==> src/rtl/sargantana_icache_ifill_if.sv <==
// Refill engine bundle: icache request/response plus the L2 read port, one interface per engine instance.
// The engine sits on the slave modport; the icache/L2 environment drives the master modport.
interface sargantana_icache_ifill_if #(
  parameter int PADDR_SIZE = 27,
  parameter int N_WAY      = 4,
  parameter int BEAT_WIDTH = 64,
  parameter int N_BEATS    = 4
);
  localparam int WAY_W  = $clog2(N_WAY);
  localparam int LINE_W = BEAT_WIDTH * N_BEATS;

  logic                  req_valid_i;
  logic [WAY_W-1:0]      req_way_i;
  logic [PADDR_SIZE-1:0] req_paddr_i;
  logic [1:0]            req_word_i;
  logic                  kill_i;
  logic                  resp_ack_o;
  logic                  resp_valid_o;
  logic [LINE_W-1:0]     resp_data_o;
  logic [1:0]            resp_beat_o;
  logic [WAY_W-1:0]      resp_way_o;
  logic                  resp_xcpt_o;
  logic                  busy_o;
  logic                  l2_req_valid_o;
  logic                  l2_req_ready_i;
  logic [PADDR_SIZE-1:0] l2_req_addr_o;
  logic [1:0]            l2_req_word_o;
  logic                  l2_resp_valid_i;
  logic [BEAT_WIDTH-1:0] l2_resp_data_i;
  logic                  l2_resp_err_i;

  modport slave (
    input  req_valid_i, req_way_i, req_paddr_i, req_word_i, kill_i,
    input  l2_req_ready_i, l2_resp_valid_i, l2_resp_data_i, l2_resp_err_i,
    output resp_ack_o, resp_valid_o, resp_data_o, resp_beat_o, resp_way_o, resp_xcpt_o,
    output busy_o, l2_req_valid_o, l2_req_addr_o, l2_req_word_o
  );

  modport master (
    output req_valid_i, req_way_i, req_paddr_i, req_word_i, kill_i,
    output l2_req_ready_i, l2_resp_valid_i, l2_resp_data_i, l2_resp_err_i,
    input  resp_ack_o, resp_valid_o, resp_data_o, resp_beat_o, resp_way_o, resp_xcpt_o,
    input  busy_o, l2_req_valid_o, l2_req_addr_o, l2_req_word_o
  );
endinterface

==> src/rtl/sargantana_icache_ifill.sv <==
// Icache line refill: one outstanding L2 read, 4 beats assembled into a 256-bit line; ICACHE_IFILL_CWF_EN enables critical-word-first.
// Latency: ack at T+1, line at T+6 with a zero-wait L2; L2 request held until ready, new requests taken only when idle.
module sargantana_icache_ifill #(
  parameter int PADDR_SIZE = 27,
  parameter int N_WAY      = 4,
  parameter int BEAT_WIDTH = 64,
  parameter int N_BEATS    = 4
) (
  input  logic                     clk_i,
  input  logic                     rst_i,
  sargantana_icache_ifill_if.slave bus
);
  localparam int WAY_W  = $clog2(N_WAY);
  localparam int LINE_W = BEAT_WIDTH * N_BEATS;

  localparam logic [1:0] IDLE  = 2'd0;
  localparam logic [1:0] REQ   = 2'd1;
  localparam logic [1:0] BEATS = 2'd2;
  localparam logic [1:0] RESP  = 2'd3;

  logic [1:0]            state_q;
  logic                  ack_q;
  logic [WAY_W-1:0]      way_q;
  logic [PADDR_SIZE-1:0] paddr_q;
  logic [1:0]            start_q;
  logic [1:0]            cnt_q;
  logic                  killed_q;
  logic                  err_q;
  logic [LINE_W-1:0]     line_q;
  logic [LINE_W-1:0]     line_next;
  logic [LINE_W-1:0]     resp_data_q;
  logic [WAY_W-1:0]      resp_way_q;
  logic [1:0]            resp_beat_q;
  logic                  xcpt_q;
  logic [1:0]            slot;
  logic [1:0]            req_start;

`ifdef ICACHE_IFILL_CWF_EN
  assign req_start = bus.req_word_i;
`else
  logic [1:0] unused_word;
  assign unused_word = bus.req_word_i;
  assign req_start   = 2'd0;
`endif

  // The 2-bit sum wraps, so beats land in start, start+1, ... mod 4.
  assign slot = start_q + cnt_q;

  always_comb begin
    line_next = line_q;
    line_next[int'(slot)*BEAT_WIDTH +: BEAT_WIDTH] = bus.l2_resp_data_i;
  end

  always_ff @(posedge clk_i) begin
    if (rst_i) begin
      state_q     <= IDLE;
      ack_q       <= 1'b0;
      way_q       <= '0;
      paddr_q     <= '0;
      start_q     <= '0;
      cnt_q       <= '0;
      killed_q    <= 1'b0;
      err_q       <= 1'b0;
      line_q      <= '0;
      resp_data_q <= '0;
      resp_way_q  <= '0;
      resp_beat_q <= '0;
      xcpt_q      <= 1'b0;
    end else begin
      ack_q <= 1'b0;
      case (state_q)
        IDLE: begin
          if (bus.req_valid_i) begin
            way_q    <= bus.req_way_i;
            paddr_q  <= bus.req_paddr_i;
            start_q  <= req_start;
            cnt_q    <= '0;
            killed_q <= 1'b0;
            err_q    <= 1'b0;
            ack_q    <= 1'b1;
            state_q  <= REQ;
          end
        end
        REQ: begin
          if (bus.kill_i) killed_q <= 1'b1;
          if (bus.l2_req_ready_i) state_q <= BEATS;
        end
        BEATS: begin
          if (bus.kill_i) killed_q <= 1'b1;
          if (bus.l2_resp_valid_i) begin
            line_q <= line_next;
            cnt_q  <= cnt_q + 2'd1;
            err_q  <= err_q | bus.l2_resp_err_i;
            // A killed refill still drains all beats but never presents a line.
            if (cnt_q == 2'd3) begin
              if (killed_q || bus.kill_i) begin
                state_q <= IDLE;
              end else begin
                state_q     <= RESP;
                resp_data_q <= line_next;
                resp_way_q  <= way_q;
                resp_beat_q <= slot;
                xcpt_q      <= err_q | bus.l2_resp_err_i;
              end
            end
          end
        end
        RESP:    state_q <= IDLE;
        default: state_q <= IDLE;
      endcase
    end
  end

  assign bus.resp_ack_o     = ack_q;
  assign bus.resp_valid_o   = (state_q == RESP);
  assign bus.resp_data_o    = resp_data_q;
  assign bus.resp_beat_o    = resp_beat_q;
  assign bus.resp_way_o     = resp_way_q;
  assign bus.resp_xcpt_o    = xcpt_q;
  assign bus.busy_o         = (state_q != IDLE);
  assign bus.l2_req_valid_o = (state_q == REQ);
  assign bus.l2_req_addr_o  = paddr_q;
  assign bus.l2_req_word_o  = start_q;
endmodule

==> src/flat_wrapper.sv <==
// flat-port wrapper written by rule: the top's interface ports become plain ports
module sargantana_icache_ifill_flat 
#(
  parameter int PADDR_SIZE = 27,
  parameter int N_WAY      = 4,
  parameter int BEAT_WIDTH = 64,
  parameter int N_BEATS    = 4
)
  (clk_i, rst_i, bus_req_valid_i, bus_req_way_i, bus_req_paddr_i, bus_req_word_i, bus_kill_i, bus_l2_req_ready_i, bus_l2_resp_valid_i, bus_l2_resp_data_i, bus_l2_resp_err_i, bus_resp_ack_o, bus_resp_valid_o, bus_resp_data_o, bus_resp_beat_o, bus_resp_way_o, bus_resp_xcpt_o, bus_busy_o, bus_l2_req_valid_o, bus_l2_req_addr_o, bus_l2_req_word_o);
  sargantana_icache_ifill_if #(.PADDR_SIZE(PADDR_SIZE), .N_WAY(N_WAY), .BEAT_WIDTH(BEAT_WIDTH), .N_BEATS(N_BEATS)) bus_i ();
  input  logic clk_i;
  input  logic rst_i;
  input wire logic [$bits(bus_i.req_valid_i)-1:0] bus_req_valid_i;
  input wire logic [$bits(bus_i.req_way_i)-1:0] bus_req_way_i;
  input wire logic [$bits(bus_i.req_paddr_i)-1:0] bus_req_paddr_i;
  input wire logic [$bits(bus_i.req_word_i)-1:0] bus_req_word_i;
  input wire logic [$bits(bus_i.kill_i)-1:0] bus_kill_i;
  input wire logic [$bits(bus_i.l2_req_ready_i)-1:0] bus_l2_req_ready_i;
  input wire logic [$bits(bus_i.l2_resp_valid_i)-1:0] bus_l2_resp_valid_i;
  input wire logic [$bits(bus_i.l2_resp_data_i)-1:0] bus_l2_resp_data_i;
  input wire logic [$bits(bus_i.l2_resp_err_i)-1:0] bus_l2_resp_err_i;
  output wire logic [$bits(bus_i.resp_ack_o)-1:0] bus_resp_ack_o;
  output wire logic [$bits(bus_i.resp_valid_o)-1:0] bus_resp_valid_o;
  output wire logic [$bits(bus_i.resp_data_o)-1:0] bus_resp_data_o;
  output wire logic [$bits(bus_i.resp_beat_o)-1:0] bus_resp_beat_o;
  output wire logic [$bits(bus_i.resp_way_o)-1:0] bus_resp_way_o;
  output wire logic [$bits(bus_i.resp_xcpt_o)-1:0] bus_resp_xcpt_o;
  output wire logic [$bits(bus_i.busy_o)-1:0] bus_busy_o;
  output wire logic [$bits(bus_i.l2_req_valid_o)-1:0] bus_l2_req_valid_o;
  output wire logic [$bits(bus_i.l2_req_addr_o)-1:0] bus_l2_req_addr_o;
  output wire logic [$bits(bus_i.l2_req_word_o)-1:0] bus_l2_req_word_o;
  assign bus_i.req_valid_i = bus_req_valid_i;
  assign bus_i.req_way_i = bus_req_way_i;
  assign bus_i.req_paddr_i = bus_req_paddr_i;
  assign bus_i.req_word_i = bus_req_word_i;
  assign bus_i.kill_i = bus_kill_i;
  assign bus_i.l2_req_ready_i = bus_l2_req_ready_i;
  assign bus_i.l2_resp_valid_i = bus_l2_resp_valid_i;
  assign bus_i.l2_resp_data_i = bus_l2_resp_data_i;
  assign bus_i.l2_resp_err_i = bus_l2_resp_err_i;
  assign bus_resp_ack_o = bus_i.resp_ack_o;
  assign bus_resp_valid_o = bus_i.resp_valid_o;
  assign bus_resp_data_o = bus_i.resp_data_o;
  assign bus_resp_beat_o = bus_i.resp_beat_o;
  assign bus_resp_way_o = bus_i.resp_way_o;
  assign bus_resp_xcpt_o = bus_i.resp_xcpt_o;
  assign bus_busy_o = bus_i.busy_o;
  assign bus_l2_req_valid_o = bus_i.l2_req_valid_o;
  assign bus_l2_req_addr_o = bus_i.l2_req_addr_o;
  assign bus_l2_req_word_o = bus_i.l2_req_word_o;
  sargantana_icache_ifill #(.PADDR_SIZE(PADDR_SIZE), .N_WAY(N_WAY), .BEAT_WIDTH(BEAT_WIDTH), .N_BEATS(N_BEATS)) u_core (.clk_i(clk_i), .rst_i(rst_i), .bus(bus_i));
endmodule
==> config.mk <==
export PLATFORM = sky130hd
export DESIGN_NAME = sargantana_icache_ifill_flat
export DESIGN_NICKNAME = d
export VERILOG_FILES = /design/src/rtl/sargantana_icache_ifill_if.sv /design/src/rtl/sargantana_icache_ifill.sv /design/src/flat_wrapper.sv
export SDC_FILE = /design/constraint.sdc
export NUM_CORES = 1
export LEC_CHECK = 0
export BUFFER_PORTS_ARGS = -buffer_cell sky130_fd_sc_hd__buf_2
export CELL_PAD_IN_SITES_DETAIL_PLACEMENT = 0
export CELL_PAD_IN_SITES_GLOBAL_PLACEMENT = 1
export CORE_UTILIZATION = 42
export CTS_CLUSTER_SIZE = 28
export DETAILED_ROUTE_END_ITERATION = 7
export GPL_TIMING_DRIVEN = 0
export PLACE_DENSITY = 0.81
export SYNTH_ARGS = -nofsm -noshare
export SYNTH_HDL_FRONTEND = slang
export SYNTH_SLANG_ARGS = --single-unit
export TNS_END_PERCENT = 1
==> constraint.sdc <==
create_clock -name clk_i -period 3.15 [get_ports clk_i]
set_clock_uncertainty 0.1 [all_clocks]
set_input_delay 0.63 -clock clk_i [delete_from_list [all_inputs] [get_ports clk_i]]
set_output_delay 0.63 -clock clk_i [all_outputs]
set_load 0.1 [all_outputs]
# Yosys cells after proc, flatten, opt, wreduce, memory -nomap -nowiden
# Cells that the tools add are included.
[word_totals]
ff_bits = 553
elab_cells = 57
[classes]
eq_ne = 9
add_sub_neg = 2
reduce_logical = 13
mux = 16
bitwise = 3
n_shift = 2
[op_table]
columns = ["cell", "count"]
rows = [
  ["$bwmux W256", 1],
  ["$shift A64 B33 Y256 const A", 1],
  ["$shiftx A64 B33 Y256", 1],
  ["$neg A8 Y33", 1],
  ["$mux W2", 7],
  ["$pmux W2 S4", 1],
  ["$reduce_and A4 Y1", 2],
  ["$eq A2 B2 Y1 const B", 3],
  ["$ne A2 B2 Y1 const B", 3],
  ["$reduce_and A3 Y1", 2],
  ["$reduce_bool A2 Y1", 3],
  ["$mux W1", 4],
  ["$ne A2 B1 Y1 const B", 2],
  ["$pmux W1 S2", 2],
  ["$pmux W2 S2", 1],
  ["$reduce_and A2 Y1", 2],
  ["$reduce_or A2 Y1", 2],
  ["$add A2 B1 Y2 const B", 1],
  ["$eq A2 B1 Y1 const B", 1],
  ["$logic_not A2 Y1", 1],
  ["$not A1 Y1", 2],
  ["$logic_or A1 B1 Y1", 1],
  ["$or A1 B1 Y1", 1],
]

# Depth between registers and ports, before layout
[logic_depth]
depth_word = 5
ltp_mapped = 11

# Least setup slack after synthesis
# No wires, ideal clock.
[synth_path]
kind = "reg2reg"
from = "reg u_core.cnt_q[0]"
to = "reg u_core.line_q[229]"
path_slack_ns = 0.967
arrival_ns = 1.955
setup_ns = 0.128
path_buffers = 3
synth_period_minus_slack_ns = 2.183
required_ns = 2.922
stages_incl_launch_ff = 10
cell_sequence = "dfxtp_1 inv_1 ha_1 and4bb_1 buf_4 nor3b_2 buf_4 buf_4 a22oi_1 nor2_1"
[synth_between]
elab_chain_cells = 3
[synth_lines]
columns = ["element", "line_no", "rtl"]
rows = [
  ["start: declaration", "sargantana_icache_ifill.sv:26", "logic [1:0] cnt_q;"],
  ["start signal: assignment", "sargantana_icache_ifill.sv:92", "cnt_q <= cnt_q + 2'd1;"],
  ["$neg A8 Y33 (*)", "sargantana_icache_ifill.sv:51", "line_next[int'(slot)*BEAT_WIDTH +: BEAT_WIDTH] = bus.l2_resp_data_i;"],
  ["$shiftx A64 B33 Y256 or $shift A64 B33 Y256 (tied branches)", "sargantana_icache_ifill.sv:51", ""],
  ["$bwmux W256 (*)", "sargantana_icache_ifill.sv:51", ""],
  ["end signal: assignment", "sargantana_icache_ifill.sv:91", "line_q <= line_next;"],
  ["end: declaration", "sargantana_icache_ifill.sv:29", "logic [LINE_W-1:0] line_q;"],
]
# Every way passes the cells marked *; elsewhere a longest branch is shown, timed or not.
# A chain may end at the register's enable or synchronous reset.

# Worst setup path in the final report
[layout_path]
from = "reg u_core.cnt_q[0]"
to = "reg u_core.resp_data_q[150] (netlist: u_core.bus.resp_data_o[150])"
[layout_between]
elab_chain_cells = 3
[layout_lines]
columns = ["element", "line_no", "rtl"]
rows = [
  ["$neg A8 Y33", "sargantana_icache_ifill.sv:51", ""],
  ["$shiftx A64 B33 Y256 or $shift A64 B33 Y256 (tied branches)", "sargantana_icache_ifill.sv:51", ""],
  ["$bwmux W256", "sargantana_icache_ifill.sv:51", ""],
  ["end signal: assignment", "sargantana_icache_ifill.sv:100", "resp_data_q <= line_next;"],
  ["end: declaration", "sargantana_icache_ifill.sv:31", "logic [LINE_W-1:0] resp_data_q;"],
]
# Several ways; a longest one is shown, not always the timed one.

==> qor.yml <==
floorplanning:
  coreArea_mm2: 0.0494
  io_pins: 396
  die_h_um: 226
  die-area_mm2: 0.0513
  start_util_pct: 42.9
  die_x_um: 226
  rows: 81
place:
  dpl.cell_count: 3295
  dp_slack_ns: 0.0312
  io_buffers: 326
  place_hpwl_um: 53500
  gp_congestion: 0.824
setup_path:
  crit_family: "simple AND/OR/NAND/NOR gates"
  cp_cell_sequence: "inv_1 > ha_1 > buf_6 > or3_4 > nor2_4 > buf_2 > a221oi_1 > nor3_1"
  path_buf_inv: 3
  r2r_end: "u_core.bus.resp_data_o[150]$_SDFFE_PP0P_"
  rrSetupSlack_ns: 0.12
  critPathSlowestCell: "dfxtp_1"
  cp_slowest_stage_delay_ns: 0.54
  crit_fanout: 10
  r2r-start: "u_core.cnt_q[0]$_SDFFE_PP0P_"
  worstSetupPathType: "flop to flop"
  cp.arrival_ns: 3.45
  reg2reg_depth: 8
  cp-start-kind: "flop"
  required_ns: 3.57
  cp-end-kind: "flop"
timing:
  max_slew.worst_pin.slew_ns: 1.41
  hold_slack_ns: 0.153
  setup_ws_ns: 0.123
  fmax_mhz: 330
  final.period_utilization_pct: 96.1
  period_minus_slack_ns: 3.03
  slew_viol_final: 0
  slew_headroom_pct: 5.90
  setup-violations-final: 0
  tns_ns: 0
  hold_viol: 0
  rsz0062_at_grt: "no"
clocking:
  clk_pin_slew_worst_paths_ns: 0.06
  clk_latency_ns: 0.61
  cts_tree: "yes"
  ctsHoldBuffers: 0
  cts-htree-levels: 2
  clockBufferDepth: 3
  cts_buffers: 57
  numClockSinks: 553
  clockRootBuffer: "clkbuf_16"
yosys:
  yosys.cell_types.count: 38
  ys_warn_count: 0
  synth_top_flop_cell: "dfxtp_1"
  netlist_area_mm2: 0.0212
  synth_seq_cells: 553
  avgSynthCellArea_um2: 9.18
  synth_edf_count: 0
  netlist_instances: 2304
  ys_seq_area_share_pct: 52.3
  async_flop_share_pct: 0
routing:
  route.vias.total: 19819
  ant_nets: 0
  drc: 0
  avgViaCountPerCell: 5.82
  first_pass_iters: 5
  wl_um: 75400
  dr.first_iter.drc_count: 1922
  routedWlPerCell_um: 22.2
finish:
  fin_nets: 2803
  area.growth.synth_to_final_pct: 21.2
  layout_commonest_cell: "dfxtp_1"
  final_cell_mix: "dfxtp_1 (553), nor2_1 (459), buf_2 (406)"
  fillers: 4743
  final_cells: 3405
  drive_above_1_share_pct: 24.2
pwr:
  leakagePower_uw: 0.0102
  power_density_mw_per_mm2: 634
  ir_worst_vdd_uv: 395
  power_uw: 16300
global_routing:
  grt_max_degree: 15
  grt_pass1_vias: 18683
  grt_first_pass_wirelength_um: 111000
  overflow: 0
  grt_use_total_pct: 28.6
  antenna_found_initial: 0
outcome:
  run_status: "completed"
worst_hold_path:
  holdCritPathClass: "input pin to flop"
  min-delay-start: "bus_req_paddr_i[5]"
  min_to: "u_core.bus.l2_req_addr_o[5]$_SDFFE_PP0P_"
  hold_path_depth: 3
job:
  maxCapViolCount: 0
-- stage by stage --
stage	area [um^2]	util, %
2_1_floorplan	21200	-
3_3_place_gp	23600	47.9
3_5_place_dp	23600	47.9
4_1_cts	25600	51.9
5_1_grt	25600	52.0
6_report	25600	52.0
-- state kept, by name (all words and copies together), names as in the netlist, 2 cells and up --
register                  cells
u_core.bus.resp_data_o      256
u_core.bus.l2_req_addr_o     27
u_core.bus.resp_beat_o        2
u_core.cnt_q                  2
u_core.way_q                  2
u_core.bus.resp_way_o         2
u_core.state_q                2
u_core.line_q               256
-- metal layers --
layer | GRT usage (%) | routed length [um]
met1 | 37.3 | 31700
met2 | 46.1 | 35100
met4 | 11.5 | 2910
met5 | 0 | 0
met3 | 5.75 | 5800
-- area by class of cell --
class / count / area, um^2 / area share [%]
Antenna cell: 1 / 2.50 / 0.00976
Timing Repair Buffer: 327 / 1650 / 6.44
Buffer: 294 / 1340 / 5.21
Inverter: 10 / 37.5 / 0.146
Sequential cell: 553 / 11100 / 43.2
Tap cell: 664 / 831 / 3.24
Multi-Input combinational cell: 1448 / 8730 / 34.0
Clock inverter: 16 / 166 / 0.649
Clock buffer: 92 / 1820 / 7.10
-- cells by family after synthesis --
group | Yosys count | share of synthesized area, %
AOI/OAI and AO/OA | 559 | 22.3
adders and majority gates | 10 | 0.591
buffers and inverters | 304 | 6.48
DFF | 553 | 52.3
muxes | 1 | 0.0473
other | 1 | 0.0177
and+or+nand+nor | 876 | 18.2
-- worst register-to-register path, cell delays in order (launching register included) --
cell      delay [ns]
dfxtp_1         0.54
inv_1           0.25
ha_1            0.27
buf_6           0.14
or3_4           0.40
nor2_4          0.53
buf_2           0.35
a221oi_1        0.13
nor3_1          0.23
-- worst max-delay path by stage --
stage                                 startpoint                                        to  slack (ns)  cells after the start
global placement    u_core.cnt_q[0]$_SDFFE_PP0P_           u_core.line_q[117]$_SDFFE_PP0P_        0.12                      8
floorplan           u_core.cnt_q[0]$_SDFFE_PP0P_           u_core.line_q[229]$_SDFFE_PP0P_        0.97                      9
finish              u_core.cnt_q[0]$_SDFFE_PP0P_  u_core.bus.resp_data_o[150]$_SDFFE_PP0P_        0.12                      8
CTS                 u_core.cnt_q[0]$_SDFFE_PP0P_           u_core.line_q[171]$_SDFFE_PP0P_        0.06                      8
detailed placement  u_core.cnt_q[0]$_SDFFE_PP0P_           u_core.line_q[120]$_SDFFE_PP0P_        0.03                      8
global route        u_core.cnt_q[0]$_SDFFE_PP0P_  u_core.bus.resp_data_o[150]$_SDFFE_PP0P_       0.007                      8
-- cells in the mapped netlist (3+ instances only) --
cell	instances	area, um^2
a21oi_1	40	200
a221oi_1	256	2240
a22oi_1	196	1470
a22oi_2	60	751
and2_1	4	25.0
buf_1	3	11.3
buf_2	81	405
buf_4	20	150
buf_6	7	78.8
clkbuf_1	183	687
dfxtp_1	553	11100
ha_1	10	125
inv_1	6	22.5
inv_2	4	15.0
nand2_1	76	285
nand2b_1	3	18.8
nor2_1	460	1730
nor2_2	60	375
nor3_1	260	1300
-- repair_timing --
action                                  CTS  global route
endpoints found under the setup margin    1            62
setup buffers                             0             1
gates cloned                              0             0
gates resized for setup                   1             2
pin swaps                                 0             1
-- report_power, final --
group	total [uW]	switching, uW	internal [uW]
Combinational	1970	1600	373
Clock	7050	2860	4190
Sequential	7250	99.2	7150
(Power assumes the default switching activity.)
